File: src/rtl/norm_pkg.sv
// Shared types and the round-robin pick helper used by the norm-path arbiters.
package norm_pkg;

    typedef enum logic {
        IDLE  = 1'b0,
        GRANT = 1'b1
    } state_t;

    localparam int FACTOR_WIDTH_DEF = 11;
    localparam int DIN_WIDTH_DEF    = 11;

    // Returns {found, index}: first set req bit scanning from last+1, wrapping at num (num <= 8).
    function automatic logic [3:0] rr_pick(input logic [7:0] req, input logic [2:0] last, input int num);
        logic [3:0] res;
        int         idx;
        res = '0;
        for (int k = 8; k >= 1; k--) begin
            if (k <= num) begin
                idx = int'(last) + k;
                if (idx >= num) begin
                    idx = idx - num;
                end
                if (req[idx[2:0]]) begin
                    res = {1'b1, idx[2:0]};
                end
            end
        end
        return res;
    endfunction

endpackage

File: src/rtl/rr_arbiter.sv
// Combinational round-robin priority encoder: lowest-distance requester after last_gnt wins.
module rr_arbiter
    import norm_pkg::*;
#(
    parameter int NUM_CH = 4,
    parameter int CH_W   = 2
) (
    input  logic [NUM_CH-1:0] req,
    input  logic [CH_W-1:0]   last_gnt,
    output logic [CH_W-1:0]   gnt,
    output logic              gnt_valid
);

    logic [7:0] req_ext;
    logic [2:0] last_ext;
    logic [3:0] pick;

    always_comb begin
        req_ext   = 8'(req);
        last_ext  = 3'(last_gnt);
        pick      = rr_pick(req_ext, last_ext, NUM_CH);
        gnt       = CH_W'(pick[2:0]);
        gnt_valid = pick[3];
    end

endmodule

File: src/rtl/norm_share_arbiter.sv
// Packet-granular round-robin share of one normalizer among NUM_CH streams, with per-channel factor snapshot.
// Latency: one arbitration bubble per grant, then 1 beat/cycle combinational passthrough; m_ready stalls only the granted channel.
// Optional NORM_SHARE_ARBITER_STATS_EN adds saturating per-channel beat and forced-release counters.
module norm_share_arbiter
    import norm_pkg::*;
#(
    parameter int  NUM_CH       = 4,
    parameter int  DIN_WIDTH    = DIN_WIDTH_DEF,
    parameter int  FACTOR_WIDTH = FACTOR_WIDTH_DEF,
    parameter int  MAX_BEATS    = 256,
    localparam int CH_W         = (NUM_CH > 1) ? $clog2(NUM_CH) : 1
) (
    input  logic                        clk,
    input  logic                        rst,
    input  logic [NUM_CH-1:0]           s_valid,
    output logic [NUM_CH-1:0]           s_ready,
    input  logic [NUM_CH-1:0]           s_last,
    input  logic [NUM_CH*DIN_WIDTH-1:0] s_data,
    input  logic                        cfg_we,
    input  logic [CH_W-1:0]             cfg_ch,
    input  logic [FACTOR_WIDTH-1:0]     cfg_factor,
    output logic                        m_valid,
    input  logic                        m_ready,
    output logic [DIN_WIDTH-1:0]        m_data,
    output logic [FACTOR_WIDTH-1:0]     m_factor,
    output logic [CH_W-1:0]             m_ch,
    output logic                        m_last,
`ifdef NORM_SHARE_ARBITER_STATS_EN
    input  logic [CH_W-1:0]             stat_sel,
    output logic [31:0]                 stat_beats,
    output logic [31:0]                 stat_forced,
`endif
    output logic                        busy
);

    localparam int              BC_W       = $clog2(MAX_BEATS + 1);
    localparam logic [BC_W-1:0] BEAT_LIMIT = BC_W'(MAX_BEATS - 1);

    state_t                  state_q, state_d;
    logic [CH_W-1:0]         gnt_q, gnt_d;
    logic [CH_W-1:0]         last_gnt_q, last_gnt_d;
    logic [FACTOR_WIDTH-1:0] fac_snap_q, fac_snap_d;
    logic [BC_W-1:0]         beat_cnt_q, beat_cnt_d;
    logic [FACTOR_WIDTH-1:0] factor_q [NUM_CH];
    logic [FACTOR_WIDTH-1:0] factor_d [NUM_CH];
    logic [CH_W-1:0]         pick_gnt;
    logic                    pick_vld;
    logic                    accept;

    rr_arbiter #(
        .NUM_CH (NUM_CH),
        .CH_W   (CH_W)
    ) u_rr (
        .req       (s_valid),
        .last_gnt  (last_gnt_q),
        .gnt       (pick_gnt),
        .gnt_valid (pick_vld)
    );

    always_comb begin
        state_d    = state_q;
        gnt_d      = gnt_q;
        last_gnt_d = last_gnt_q;
        fac_snap_d = fac_snap_q;
        beat_cnt_d = beat_cnt_q;
        factor_d   = factor_q;
        s_ready    = '0;
        m_valid    = 1'b0;
        m_data     = '0;
        m_factor   = '0;
        m_ch       = '0;
        m_last     = 1'b0;
        busy       = 1'b0;
        accept     = 1'b0;

        case (state_q)
            IDLE: begin
                if (pick_vld) begin
                    gnt_d      = pick_gnt;
                    last_gnt_d = pick_gnt;
                    // Reads the pre-write bank, so a same-cycle cfg write lands on the next grant.
                    fac_snap_d = factor_q[pick_gnt];
                    beat_cnt_d = '0;
                    state_d    = GRANT;
                end
            end
            GRANT: begin
                busy             = 1'b1;
                m_valid          = s_valid[gnt_q];
                m_data           = s_data[int'(gnt_q)*DIN_WIDTH +: DIN_WIDTH];
                m_last           = s_last[gnt_q];
                m_ch             = gnt_q;
                m_factor         = fac_snap_q;
                s_ready[gnt_q]   = m_ready;
                accept           = s_valid[gnt_q] && m_ready;
                if (accept) begin
                    beat_cnt_d = beat_cnt_q + 1'b1;
                    if (s_last[gnt_q] || (beat_cnt_q == BEAT_LIMIT)) begin
                        state_d = IDLE;
                    end
                end
            end
            default: state_d = IDLE;
        endcase

        if (cfg_we && (int'(cfg_ch) < NUM_CH)) begin
            factor_d[cfg_ch] = cfg_factor;
        end
    end

    always_ff @(posedge clk) begin
        if (rst) begin
            state_q    <= IDLE;
            gnt_q      <= '0;
            last_gnt_q <= CH_W'(NUM_CH - 1);
            fac_snap_q <= '0;
            beat_cnt_q <= '0;
            for (int i = 0; i < NUM_CH; i++) begin
                factor_q[i] <= '0;
            end
        end else begin
            state_q    <= state_d;
            gnt_q      <= gnt_d;
            last_gnt_q <= last_gnt_d;
            fac_snap_q <= fac_snap_d;
            beat_cnt_q <= beat_cnt_d;
            factor_q   <= factor_d;
        end
    end

`ifdef NORM_SHARE_ARBITER_STATS_EN
    logic [31:0] stat_beats_q  [NUM_CH];
    logic [31:0] stat_beats_d  [NUM_CH];
    logic [31:0] stat_forced_q [NUM_CH];
    logic [31:0] stat_forced_d [NUM_CH];
    logic        forced;

    always_comb begin
        stat_beats_d  = stat_beats_q;
        stat_forced_d = stat_forced_q;
        // A last beat landing exactly on the limit is a normal release, not a forced one.
        forced        = accept && !s_last[gnt_q] && (beat_cnt_q == BEAT_LIMIT);
        if (accept && (stat_beats_q[gnt_q] != '1)) begin
            stat_beats_d[gnt_q] = stat_beats_q[gnt_q] + 32'd1;
        end
        if (forced && (stat_forced_q[gnt_q] != '1)) begin
            stat_forced_d[gnt_q] = stat_forced_q[gnt_q] + 32'd1;
        end
        stat_beats  = '0;
        stat_forced = '0;
        if (int'(stat_sel) < NUM_CH) begin
            stat_beats  = stat_beats_q[stat_sel];
            stat_forced = stat_forced_q[stat_sel];
        end
    end

    always_ff @(posedge clk) begin
        if (rst) begin
            for (int i = 0; i < NUM_CH; i++) begin
                stat_beats_q[i]  <= '0;
                stat_forced_q[i] <= '0;
            end
        end else begin
            stat_beats_q  <= stat_beats_d;
            stat_forced_q <= stat_forced_d;
        end
    end
`endif

endmodule

File: config.mk
export PLATFORM = sky130hd
export DESIGN_NAME = norm_share_arbiter
export DESIGN_NICKNAME = d
export VERILOG_FILES = /design/src/rtl/norm_pkg.sv /design/src/rtl/rr_arbiter.sv /design/src/rtl/norm_share_arbiter.sv
export SDC_FILE = /design/constraint.sdc
export NUM_CORES = 1
export LEC_CHECK = 0
export CORE_AREA = 2 2 94 96
export CTS_BUF_LIST = sky130_fd_sc_hd__clkbuf_8
export DETAILED_ROUTE_END_ITERATION = 7
export DIE_AREA = 0 0 96 98
export GPL_TIMING_DRIVEN = 0
export PLACE_DENSITY = 0.73
export REMOVE_ABC_BUFFERS = 1
export SLEW_MARGIN = 10
export SYNTH_ARGS = -nofsm -noshare
export SYNTH_HDL_FRONTEND = slang
export SYNTH_HIERARCHICAL = 1
export SYNTH_SLANG_ARGS = --single-unit
export TNS_END_PERCENT = 20
File: constraint.sdc
create_clock -name clk -period 6.4 [get_ports clk]
set_input_delay 0.64 -clock clk [delete_from_list [all_inputs] [get_ports clk]]
set_output_delay 0.64 -clock clk [all_outputs]
set_load 0.01 [all_outputs]
# Word level (Yosys, flattened, before mapping)
# Cells that the tools add are included.
# totals
ff_bits,69
input_bits,69
out_inout_bits,31
# classes
addsub,9
mul,1
order_cmp,13
n_eq_ne,3
shift,1
n_mux,42
n_bitwise,4
reduce_logical,6
# op_table
op,n
32-bit by 4-bit >= comparator with 1-bit output (second input constant),3
11-bit two-way mux,5
44-bit bitwise mux,1
44-bit by 7-bit variable part select with 11-bit output,1
11-bit binary-select mux with 2-bit select,1
11-bit demux with 2-bit select,1
4-bit two-way mux,5
9-bit two-way mux,2
9-bit case mux with 2 select lines,1
3-bit by 4-bit less-than comparator with 1-bit output (second input constant),4
1-bit two-way mux,13
1-bit binary-select mux with 3-bit select,4
3-bit two-way mux,4
3-bit subtractor (second input constant),4
9-bit by 1-bit adder with 9-bit output (second input constant),1
9-bit by 8-bit == test with 1-bit output (second input constant),1
2-bit by 2-bit adder with 3-bit output (second input constant),2
3-bit >= comparator (second input constant),2
2-bit by 4-bit multiplier with 6-bit output (second input constant),1
2-bit inverter with 3-bit output,2
2-bit by 3-bit adder with 4-bit output (second input constant),1
4-bit bitwise AND,1
1-bit binary-select mux with 2-bit select,2
4-bit by 3-bit >= comparator with 1-bit output (second input constant),1
12 further kinds,16

# Logic depth before layout (Yosys ltp)
# Gate-level depths: netlist of run 1.
# depth
depth_word,13
ltp_mapped,12
depth_no_buf,10

# Modules after synthesis
# Netlist of run 1, hierarchy kept.
# by_module_without_submodules
module,instances,cells_each,area_each_um2,seq_area_each_um2
norm_share_arbiter,1,358,3374.5,1381.3
rr_arbiter,1,34,271.5,0.0

# Least setup slack after synthesis of run 1
# No wires, ideal clock.
# synth_timing
kind,reg2reg
startpoint,register last_gnt_q[0]
endpoint,register fac_snap_q[5]
setup_time_ps,132
t_arrival_ps,2888
slack_ps,3379
stages_incl_launch_ff,11
n_path_buf,2
period_less_slack_ps,3021
path_cell_list,dfxtp_1 buf_4 inv_1 ha_1 mux4_1 a31oi_1 mux2_1 buf_2 mux4_2 nand2_1 a21oi_1
# synth_via
elab_chain_cells,13
elab_cells_between_ends,33
classes_between,add/sub: 8; order compare: 4; mux: 19; bitwise: 1; reduce/logical: 1
# synth_lines
element,line_no,text
from (decl),norm_share_arbiter.sv:41,"logic [CH_W-1:0] last_gnt_q, last_gnt_d;"
from (signal assigned),norm_share_arbiter.sv:115,last_gnt_q <= CH_W'(NUM_CH - 1);
from (signal assigned),norm_share_arbiter.sv:124,last_gnt_q <= last_gnt_d;
branches (longest 8 deep; another with 32-bit by 4-bit >= comparator with 1-bit output),n/a,
4-bit two-way mux *,norm_pkg.sv:23,if (req[idx[2:0]]) begin
net pick_gnt[0],norm_share_arbiter.sv:46,logic [CH_W-1:0] pick_gnt;
2-bit inverter with 3-bit output (not written as such) *,norm_share_arbiter.sv:82,fac_snap_d = factor_q[pick_gnt];
11-bit binary-select mux with 2-bit select *,norm_share_arbiter.sv:82,
11-bit two-way mux (not written as such) * (2 in a row),norm_share_arbiter.sv:82,
to (signal assigned),norm_share_arbiter.sv:125,fac_snap_q <= fac_snap_d;
to (decl),norm_share_arbiter.sv:42,"logic [FACTOR_WIDTH-1:0] fac_snap_q, fac_snap_d;"
# Mark *: on every way through the listed nets, which the timed path passes. The select of a mux whose other input is x is not followed.
# A chain may end at the register's enable or synchronous reset.

# Worst setup path after layout of run 1
# layout_timing
startpoint,register last_gnt_q[0]
endpoint,register fac_snap_q[10]
# Same word-level chain as after synthesis.

==> results of run 1 <==
==> per-layer routing <==
layer	wire, µm	global-route usage	share of wire
met2	4424	0.3429	0.52
met1	3402	0.2044	0.40
met4	164	0.05824	0.019
met3	597	0.05864	0.070
met5	0	0	0
==> cell type report <==
| cell class | instances | area, µm² | share of cell area |
|---|---|---|---|
| Clock inverter | 6 | 41.29 | 0.008479 |
| Multi-Input combinational cell | 294 | 2148 | 0.4412 |
| Inverter | 3 | 11.26 | 0.002312 |
| Sequential cell | 69 | 1381 | 0.2837 |
| Timing Repair Buffer | 102 | 1028 | 0.2112 |
| Clock buffer | 9 | 123.9 | 0.02544 |
| Tap cell | 108 | 135.1 | 0.02775 |
==> path summary, 6_finish.rpt <==
check	startpoint	to	slack, ps	depth (start not counted)
setup reg to reg	last_gnt_q[0]$_SDFFE_PP1P_	fac_snap_q[10]$_SDFFE_PP0P_	2830	8
hold / removal	fac_snap_q[4]$_SDFFE_PP0P_	fac_snap_q[4]$_SDFFE_PP0P_	450	2
setup / recovery	last_gnt_q[0]$_SDFFE_PP1P_	fac_snap_q[10]$_SDFFE_PP0P_	2830	8
hold reg to reg	fac_snap_q[4]$_SDFFE_PP0P_	fac_snap_q[4]$_SDFFE_PP0P_	450	2
==> flip-flops by register name (all words and copies together), names as in the netlist <==
signal,count
beat_cnt_q,9
fac_snap_q,11
factor_q,44
gnt_q,2
last_gnt_q,2
state_q,1
==> critical path, stage by stage (launching register included) <==
cell and delay [ps]:
dfxtp_1 640, inv_1 140, ha_1 440, mux4_1 610, a31oi_1 210, mux2_1 620, mux4_2 590, nand2_1 100
a21oi_1 80
==> power by group through the flow <==
stage          sequential, µW  clock (µW)  combinational [µW]
2_1_floorplan             511           0                 348
3_3_place_gp              532           0                 522
3_5_place_dp              534           0                 551
4_1_cts                   524         308                 552
5_1_grt                   530         327                 595
6_report                  520         298                 545
==> stage by stage <==
step	cell area, µm²	cells
6_report	4870	591
5_1_grt	4870	591
4_1_cts	4870	591
3_5_place_dp	4705	576
3_3_place_gp	4656	573
2_1_floorplan	3530	366
==> cells by family after synthesis <==
family,synth area share
and+or+nand+nor,0.2265
DFF,0.3789
muxes,0.2533
AOI/OAI and AO/OA,0.08442
buffers and inverters,0.03500
adders and majority gates,0.01716
xor gates and xnor gates,0.004805
==> cells in the final DEF, fill, tap and decap left out, types with 2 or more instances in the layout <==
cell and instances:
mux2i_1 27, a22o_1 2, mux4_1 9, clkdlybuf4s50_1 98, or3_1 4, nand3b_1 4
a21oi_1 44, clkinvlp_4 2, o21ai_0 2, xnor2_1 2, ha_1 5, inv_1 4
mux4_2 17, mux2_2 2, and3_1 5, nand4_1 2, clkbuf_8 9, nand2b_1 3
dfxtp_1 69, a31oi_1 3, nor3_1 2, nand3_1 5, nand2_1 84, and2_1 27
nor2_1 32, buf_6 2
==> metrics, run 1 <==
filler instances=776; status=finished clean; via/cell ratio=5.376; synth warn=6; Post-CTS Setup Bufs=0; most numerous cell in the Yosys netlist=nand2_1; layout cells sized above 1=0.09110; WS Path Type=flop to flop; vias=approximately 3200; final setup violation count=0; Rel. slew slack=0.1646; P per Cell Area=around 280 mW/mm²; Clock Tree Buf Depth=2; CP Capture Type=flop; vias in the first global route=approximately 3200; # DRC=0; antenna cells=0; die area=roughly 0.0094 mm²; # hold bufs at CTS=0; Flop pwr share=0.382; post-place setup slack=between 2000 and 3000 ps; synth unique cells=39; Top FF cell, synth=dfxtp_1; num rows=34; Combinational Power Share=0.400; switching share of total power=0.3383; post-CTS resize count=0; pin count of the biggest net entering global routing=36; antenna-violating nets left=0; area leader, netlist=dfxtp_1; type of origin of the critical path=flop; # IOs=100; setup ws final=around 2800 ps; required time of the critical path=about 6600 ps; GRT Util Overall=0.1886; power consumption=approximately 1400 µW; hold crit path type=flop to flop; TritonCTS clock tree=built; Sw Pwr=461.1 µW; Detailed Routing Iterations Pass 1=4; Max-Cap Viols=0; First DRT Iteration DRCs=approximately 120; GRT overflow=0; Post-DP HPWL=approximately 6300 µm; final hold violation count=0; setup_tns=0 ps; initial antenna violation count=0; Tightest Pin Transition=1251 ps; die width=around 96 µm; CTS Sinks=between 60 and 70; fmax=around 0.28 GHz; Tmin final=roughly 3600 ps; RePlAce Congestion=roughly 0.85; Clock Root Buffer=clkbuf_8; LEAKAGE=roughly 0.0018 µW; Post-synth EDFFs=0; synthesized cell area=between 0.003 and 0.004 mm²; drt total wl=around 8600 µm; nets=roughly 550; first-pass GRT wire length=around 14000 µm; Synth area leaders=dfxtp_1 38%, mux4_2 11%, nand2_1 8.6%, mux2i_1 7.4%, mux4_1 6.5%; WL/cell=about 15 µm; #FFs+latches synth=between 60 and 70; Int Pwr=~900 µW; clock power share=0.219; Core ar.=around 0.0085 mm²; Arrival @ worst endpoint=3770 ps; register area share after synthesis=0.3789; Max VDD drop=approximately 170 µV; H-tree levels=3; RSZ-0062 raised after global routing=no; period utilization=0.5579; utilization after layout=0.5752; asr flop ratio synth=0; Worst-path clk slew=70 ps; commonest cells in the netlist=84 x nand2_1, 69 x dfxtp_1, 44 x a21oi_1; CP max FO=14; IO Port Bufs=99; max-slew violation count=0; Post-Syn Instances=392; starting density of the core=0.4307; Syn Area/Cell=between 9 and 10 µm²; final hold slack=454.3 ps; die height=98 µm; clk_lat worst skew=~340 ps; post-synth top area share=0.3789; Syn-to-layout area delta=33.56%; TritonCTS Buffers=9; Worst Skew=between 5 and 6 ps
No activity file was read; power rests on OpenSTA's default activity.
==> run 2, diff against run 1 <==
==> constraint.sdc (replaced) <==
create_clock -name clk -period 3.3 [get_ports clk]
set_input_delay 0.33 -clock clk [delete_from_list [all_inputs] [get_ports clk]]
set_output_delay 0.33 -clock clk [all_outputs]
set_load 0.01 [all_outputs]
==> metrics, run 2 (same netlist as run 1, synthesis figures left out) <==
status=finished clean; IO Port Bufs=99 (unchanged); fmax=0.3283 GHz (+17%); Worst-path clk slew=70 ps (about the same); Crit. path cell count=8 (unchanged); GRT met3 Usage=0.05864 (unchanged); biggest registers after layout=factor_q x44, fac_snap_q x11, beat_cnt_q x9; utilization after layout=0.5764 (+0.001182); clk_lat worst skew=340 ps (about the same); drt total wl=8627 µm (+0.44%); WS Path Type=flop to flop; CP Capture Type=flop; LEAKAGE=0.001810 µW (+0.30%); Detailed Routing Iterations Pass 1=4 (unchanged); CTS Sinks=69 (unchanged); Post-DP HPWL=6253 µm (unchanged); Core ar.=0.008466 mm² (unchanged); Tightest Pin Transition=973.7 ps (-276.9 ps); P per Cell Area=546.7 mW/mm² (+95%); vias in the first global route=3175 (unchanged); TritonCTS Buffers=9 (unchanged); Syn-to-layout area delta=33.84%; starting density of the core=0.4307 (unchanged); CP top delay family=multiplexers; most frequent cells in the layout=98 x clkdlybuf4s50_1, 84 x nand2_1, 68 x dfxtp_1; via/cell ratio=5.364 (-0.22%); WL/cell=14.60 µm (+0.44%); final setup violation count=0 (unchanged); # DRC=0 (unchanged); reg2reg start=last_gnt_q[0]$_SDFFE_PP1P_; num rows=34 (unchanged); RSZ-0062 raised after global routing=no; initial antenna violation count=0 (unchanged); CP cell instances=inv_1 > ha_1 > mux4_1 > a31oi_1 > mux2_4 > mux4_2 > nand2_1 > a21oi_1; # hold bufs at CTS=0 (unchanged); post-place setup slack=-303.2 ps (-3087 ps); setup ws final=253.9 ps (-2576 ps); final hold violation count=0 (unchanged); post-route cell area=0.004880 mm² (+0.21%); H-tree levels=3 (unchanged); die height=98 µm (unchanged); max reg flops=44 (unchanged); antenna cells=0 (unchanged); GRT met1 Usage=0.2044 (unchanged); layout cells sized above 1=0.09731 (+0.006211); GRT Util Overall=0.1886 (unchanged); first-pass GRT wire length=14030 µm (unchanged); die area=0.009408 mm² (unchanged); Clock Tree Buf Depth=2 (unchanged); FF-to-FF path depth=8 (unchanged); die width=96 µm (unchanged); Max-Cap Viols=0 (unchanged); grt met2 use=0.3429 (unchanged); nets=553 (unchanged); gr busiest metal=met2; type of origin of the critical path=flop; RePlAce Congestion=0.8475 (unchanged); Bufs and invs on worst path=1 (unchanged); Rel. slew slack=0.3500 (+0.1854); crit path from=last_gnt_q[0]$_SDFFE_PP1P_; Tmin final=3046 ps (-524.2 ps); CP max FO=14 (unchanged); max-slew violation count=0 (unchanged); antenna-violating nets left=0 (unchanged); filler instances=771 (-0.64%); Worst setup endpoint=fac_snap_q[10]$_SDFFE_PP0P_; power consumption=2667 µW (+96%); required time of the critical path=3500 ps (-3100 ps); Worst R2R End=fac_snap_q[10]$_SDFFE_PP0P_; Slowest cell on crit path=mux4_1; most common cell after layout, fill and taps aside=clkdlybuf4s50_1; hold crit path type=flop to flop; Arrival @ worst endpoint=3250 ps (-520 ps); pin count of the biggest net entering global routing=36 (unchanged); # IOs=100 (unchanged); DP Area=0.004705 mm² (unchanged); CP max stage delay=610 ps (-30 ps); TritonCTS clock tree=built; vias=3170 (-0.22%); setup slack, reg-to-reg=250 ps (-2580 ps); First DRT Iteration DRCs=126 (+8.6%); period utilization=0.9231 (+0.3652); Max VDD drop=331.0 µV (+96%); setup_tns=0 ps (unchanged); Worst Skew=5.439 ps (-0.1703 ps); Clock Root Buffer=clkbuf_8; largest reg by FF count=factor_q; GRT overflow=0 (unchanged)
==> run 2: worst min-delay path by stage <==
| stage | from | endpoint | slack [ps] | cells past startpoint |
|---|---|---|---|---|
| final | fac_snap_q[4]$_SDFFE_PP0P_ | fac_snap_q[4]$_SDFFE_PP0P_ | 450 | 2 |
| after global routing | factor_q[17]$_SDFFE_PP0P_ | factor_q[17]$_SDFFE_PP0P_ | 470 | 2 |
| after detailed placement | factor_q[17]$_SDFFE_PP0P_ | factor_q[17]$_SDFFE_PP0P_ | 450 | 2 |
| after CTS | factor_q[17]$_SDFFE_PP0P_ | factor_q[17]$_SDFFE_PP0P_ | 460 | 2 |
| after floorplan | rst | beat_cnt_q[8]$_SDFFE_PP0P_ | 400 | 1 |
| after global placement | beat_cnt_q[7]$_SDFFE_PP0P_ | beat_cnt_q[7]$_SDFFE_PP0P_ | 440 | 1 |
==> run 2: routing by layer <==
layer | wire length [µm] | share of wire
met5 | 0 | 0
met4 | 143 | 0.017
met3 | 641 | 0.074
met2 | 4437 | 0.51
met1 | 3404 | 0.39
==> run 2: final cells by class <==
type / instances / area (µm²) / share of cell area
Multi-Input combinational cell: 294 / 2155 / 0.4415
Sequential cell: 69 / 1385 / 0.2838
Timing Repair Buffer: 102 / 1028 / 0.2108
Tap cell: 108 / 135.1 / 0.02769
Clock buffer: 9 / 123.9 / 0.02538
Clock inverter: 6 / 41.29 / 0.008462
Inverter: 3 / 11.26 / 0.002308
==> run 2: timing repair <==
item / 4_1_cts / 5_1_grt
resized for setup: 2 / 3
setup buffers: 0 / 0
pin swaps: 0 / 1
setup endpoints to repair: 18 / 13
==> run 2: where the power goes <==
| part | internal, µW | switching [µW] | total [µW] |
|---|---|---|---|
| Clock | 268 | 313 | 580 |
| Combinational | 606 | 468 | 1070 |
| Sequential | 888 | 124 | 1010 |
==> run 2: worst reg2reg max path, delay by kind of cell (launching register included) <==
family          cells  cell delay (ps)
compound gates      2              330
fa+ha+maj           1              420
buf+inv             1              100
flops               1              450
mux                 3             1520
simple gates        1              100
==> run 2: through the flow <==
stage | cells | hold WS [ps]
finish | 591 | 454.2
global route | 591 | 469.5
CTS | 591 | 455.8
detailed placement | 576 | 445.7
global placement | 573 | 439.4
floorplan | 366 | 399.1
